**config.mk**
```make
export PLATFORM = sky130hd
export DESIGN_NAME = param_fifo
export DESIGN_NICKNAME = d
export VERILOG_FILES = /design/src/rtl/param_fifo.sv
export SDC_FILE = /design/constraint.sdc
export NUM_CORES = 1
export LEC_CHECK = 0
export ABC_CLOCK_PERIOD_IN_PS = 2100
export CORE_MARGIN = 3
export CORE_UTILIZATION = 30
export DETAILED_ROUTE_END_ITERATION = 16
export GPL_ROUTABILITY_DRIVEN = 0
export PLACE_DENSITY_LB_ADDON = 0.15
export SLEW_MARGIN = 15
export SYNTH_ARGS = -nofsm -noshare
export SYNTH_HDL_FRONTEND = slang
export SYNTH_SLANG_ARGS = --single-unit
export TNS_END_PERCENT = 100
```
**constraint.sdc**
```tcl
create_clock -name clk -period 2.1 [get_ports clk]
set_input_delay 0.21 -clock clk [delete_from_list [all_inputs] [get_ports clk]]
set_output_delay 0.21 -clock clk [all_outputs]
set_load 0.05 [all_outputs]
```
**src/rtl/param_fifo.sv**
```systemverilog
// param_fifo: parameterised synchronous FIFO with wrap-bit pointers, occupancy count and sticky error flags
// Ports: clk, clrn (async active-low reset), write/read requests, data_in, data_out (head of queue),
//   ready (non-empty), full, almost_full (count >= AF_TH), almost_empty (count <= AE_TH),
//   count (0..D), overflow/underflow (sticky rejected push/pop).
// Build option: define PARAM_FIFO_REG_OUT_EN for a registered data_out loaded on each pop;
//   left undefined, data_out shows the head entry combinationally.
module param_fifo #(
  parameter int DW = 8,
  parameter int AW = 3,
  parameter int AF_TH = 6,
  parameter int AE_TH = 1
) (
  input  logic          clk,
  input  logic          clrn,
  input  logic          write,
  input  logic          read,
  input  logic [DW-1:0] data_in,
  output logic [DW-1:0] data_out,
  output logic          ready,
  output logic          full,
  output logic          almost_full,
  output logic          almost_empty,
  output logic [AW:0]   count,
  output logic          overflow,
  output logic          underflow
);
  localparam int D = 1 << AW;
  logic [DW-1:0] mem [D];
  logic [AW:0] wr_ptr, rd_ptr;
  logic push, pop;
  assign ready = wr_ptr != rd_ptr;
  // pointers equal except for the wrap bit means every entry is occupied
  assign full = (wr_ptr ^ rd_ptr) == {1'b1, {AW{1'b0}}};
  assign almost_full = int'(count) >= AF_TH;
  assign almost_empty = int'(count) <= AE_TH;
  // a full FIFO still takes a push when the same edge frees an entry
  assign push = write && (!full || read);
  assign pop = read && ready;
  always_ff @(posedge clk)
    if (push) mem[wr_ptr[AW-1:0]] <= data_in;
  always_ff @(posedge clk or negedge clrn)
    if (!clrn) begin
      wr_ptr <= '0;
      rd_ptr <= '0;
      count <= '0;
      overflow <= 1'b0;
      underflow <= 1'b0;
    end else begin
      if (push) wr_ptr <= wr_ptr + 1'b1;
      if (pop) rd_ptr <= rd_ptr + 1'b1;
      count <= push && !pop ? count + 1'b1 : pop && !push ? count - 1'b1 : count;
      overflow <= (write && full && !read) || (overflow && !pop);
      underflow <= (read && !ready) || (underflow && !push);
    end
`ifdef PARAM_FIFO_REG_OUT_EN
  always_ff @(posedge clk or negedge clrn)
    if (!clrn) data_out <= '0;
    else if (pop) data_out <= mem[rd_ptr[AW-1:0]];
`else
  assign data_out = mem[rd_ptr[AW-1:0]];
`endif
endmodule

```
==> results.py <==
metrics = {
    "setup_path": {
        "crit_chain": "buf_12 -> buf_12 -> mux4_2 -> mux2_4 -> buf_8",
        "cp.required_ns": 1.89,
        "cp_max_fo": 8,
        "reg2reg_depth": 8,
        "r2r_end": "count[3]",
        "timing.critical_path.mode_cell": "buf_12",
        "path_buf_inv": 3,
        "cp-start-kind": "flip-flop",
        "setup.reg_to_reg.worst_slack_ns": 0.03,
        "cp_slowest_cell": "mux4_2",
        "cp-end-kind": "primary output",
        "arrival_ns": 1.99,
        "slowest_delay_ns": 0.49,
        "worstSetupPathType": "reg -> out",
        "reg2reg_from": "rd_ptr[2]",
        "cp_top_family": "multiplexers",
    },
    "final_layout": {
        "antenna-diode-count": 0,
        "drive_gt1_frac": 0.410,
        "utilization": 0.405,
        "nNetsFinal": 270,
        "syn2layout_area_growth_pct": 30.4,
        "fillers": 986,
    },
    "clocking": {
        "cts_root_buf": "clkbuf_16",
        "cts_tree": "yes",
        "cts_max_level": 3,
        "cts_hold_buf": 0,
        "clkLatencyLatePin_ns": 0.34,
        "clock_path_buffers": 2,
        "cts.sinks": 78,
        "clkTransAtPathRegs_ns": 0.07,
        "cts_inserted_buffers": 9,
    },
    "yosys": {
        "ys_types": 33,
        "synth.cell_area_um2": 3410,
        "ys_warn_count": 0,
        "syn_inst": 185,
        "synth_seq_area_share": 0.666,
        "synth-edff-count": 64,
        "synth_flop_cell": "edfxtp_1",
        "ys_seq_elements": 78,
        "async_flop_share": 0.179,
        "syn_area_per_cell_um2": 18.5,
        "syn_nets": 204,
    },
    "floorplanning": {
        "die_w_um": 113,
        "core_area_um2": 11000,
        "die_h_um": 113,
        "num_io_pins": 30,
        "dieArea_um2": 12700,
        "start_util": 0.311,
        "core.rowCount": 38,
    },
    "power_and_ir_drop": {
        "power_mw": 7.45,
        "p_per_area_nw_per_um2": 1670,
        "peakVddDrop_mv": 0.818,
        "p_leak_nw": 1.65,
    },
    "status": {
        "violations": "setup timing",
        "status": "finished, violations left",
    },
    "place": {
        "hpwl_um": 4330,
        "io_buffers": 29,
        "place_ws_ns": -0.0592,
    },
    "detailed_routing": {
        "first_pass_iters": 4,
        "drc": 0,
        "ant_nets": 0,
        "drt-wirelength-per-cell_um": 17.2,
        "drtIter0Drc": 83,
        "vias": 1778,
        "wl_um": 6820,
        "vias_per_cell": 4.49,
    },
    "global_route": {
        "grt_pass1_vias": 1952,
        "grt_use_total": 0.116,
        "overflow": 0,
        "grt_pass1_wl_um": 10900,
        "antenna_found_initial": 0,
        "grt_max_degree": 16,
    },
    "timing": {
        "drv_slew": 0,
        "fmax_ghz": 0.455,
        "fin_crit_sh": 1.05,
        "clock_skew_ns": 0.00857,
        "fin_crit_ns": 2.20,
        "rsz0062_at_grt": "true",
        "hold_viol": 0,
        "worst_pin_slew_ns": 0.651,
        "maxSlewHeadroom": 0.565,
        "setup_viol": 8,
        "layout_setup_ws_ns": -0.0989,
        "hold_slack_ns": 0.269,
    },
    "flow_run": {
        "cap_violations": 0,
    },
    "min_path": {
        "hold_path_class": "in -> async",
    },
}
## logic make-up after synthesis
logic type / share of synthesized area
DFF: 0.666
AOI/OAI and AO/OA: 0.0231
muxes: 0.161
xor gates and xnor gates: 0.0433
buffers and inverters: 0.0337
adders and majority gates: 0.0257
and+or+nand+nor: 0.0473
## synth_stat cells (2+ instances only)
cell type,count,area (um2)
edfxtp_1,64,1920
dfrtp_1,14,350
mux2_4,10,150
mux4_1,8,210
mux4_2,8,180
xnor2_1,8,70.1
ha_1,7,87.6
inv_1,7,26.3
nor2_1,7,26.3
xor2_1,7,61.3
nand2_1,5,18.8
nor3_1,5,25.0
buf_2,4,20.0
buf_6,4,45.0
a21oi_1,3,15.0
nand2b_1,3,18.8
o21ai_0,3,15.0
nand3_1,2,10.0
nand4_1,2,12.5
## worst max path at each step
stage	from	to	slack, ns	cells past startpoint
3_3_place_gp	rd_ptr[3]	count[3]	-0.05	8
2_1_floorplan	rd_ptr[1]	count[3]	-0.22	9
3_5_place_dp	rd_ptr[3]	count[3]	-0.06	8
4_1_cts	rd_ptr[0]	data_out[4]	-0.12	4
6_report	rd_ptr[0]	data_out[5]	-0.1	5
5_1_grt	rd_ptr[0]	data_out[5]	-0.15	5
## metrics by stage
| stage | setup TNS, ns | cell area (um2) | cells |
|---|---|---|---|
| 2_1_floorplan | -0.897 | 3420 | 185 |
| 6_report | -0.680 | 4450 | 396 |
| 3_3_place_gp | -0.0659 | 4020 | 375 |
| 3_5_place_dp | -0.0592 | 4020 | 375 |
| 4_1_cts | -0.912 | 4380 | 392 |
| 5_1_grt | -1.37 | 4450 | 396 |
## area by class of cell
class / instances / area (um2) / area share
inverter: 8 / 30.0 / 0.00675
sequential: 78 / 2270 / 0.511
tap: 140 / 175 / 0.0394
clock buffer: 9 / 225 / 0.0506
clock inverter: 7 / 56.3 / 0.0127
timing repair buffer: 64 / 641 / 0.144
multi-input combinational: 90 / 1050 / 0.236
## power by group
| group | total, mW | internal [mW] | switching (mW) |
|---|---|---|---|
| combinational | 3.77 | 1.79 | 1.98 |
| clock | 1.45 | 0.811 | 0.642 |
| sequential | 2.23 | 2.01 | 0.218 |
| total | 7.45 | 4.61 | 2.84 |
## flip-flops by register name (all words and copies together) (netlist names)
signal and flops:
mem 64, count 4, rd_ptr 4, wr_ptr 4, overflow 1, underflow 1
## timing repair
action	CTS	global route
endpoints found under the setup margin	11	11
pin swaps	1	7
setup buffers	0	5
cloned	1	0
gates resized for setup	28	9
## routing by layer
metal | global-route usage | wire, um
met1 | 0.148 | 3110
met2 | 0.189 | 3380
met3 | 0.0243 | 190
met4 | 0.0529 | 129
met5 | 0 | 0
## layout by cell type (no fill, tap or decap), types with 3 or more instances in the layout
cell type and instances:
buf_12 4, buf_4 29, buf_6 10, buf_8 4
clkbuf_16 9, clkdlybuf4s50_1 17, clkinvlp_4 3, dfrtp_1 13
edfxtp_1 64, ha_1 6, inv_1 6, mux2_4 10
mux4_2 16, nand2_1 5, nand2b_1 3, nor2_1 7
nor3_1 4, o21ai_0 3, xnor2_1 6, xnor2_2 3
xor2_1 6
(Power assumes the default switching activity.)
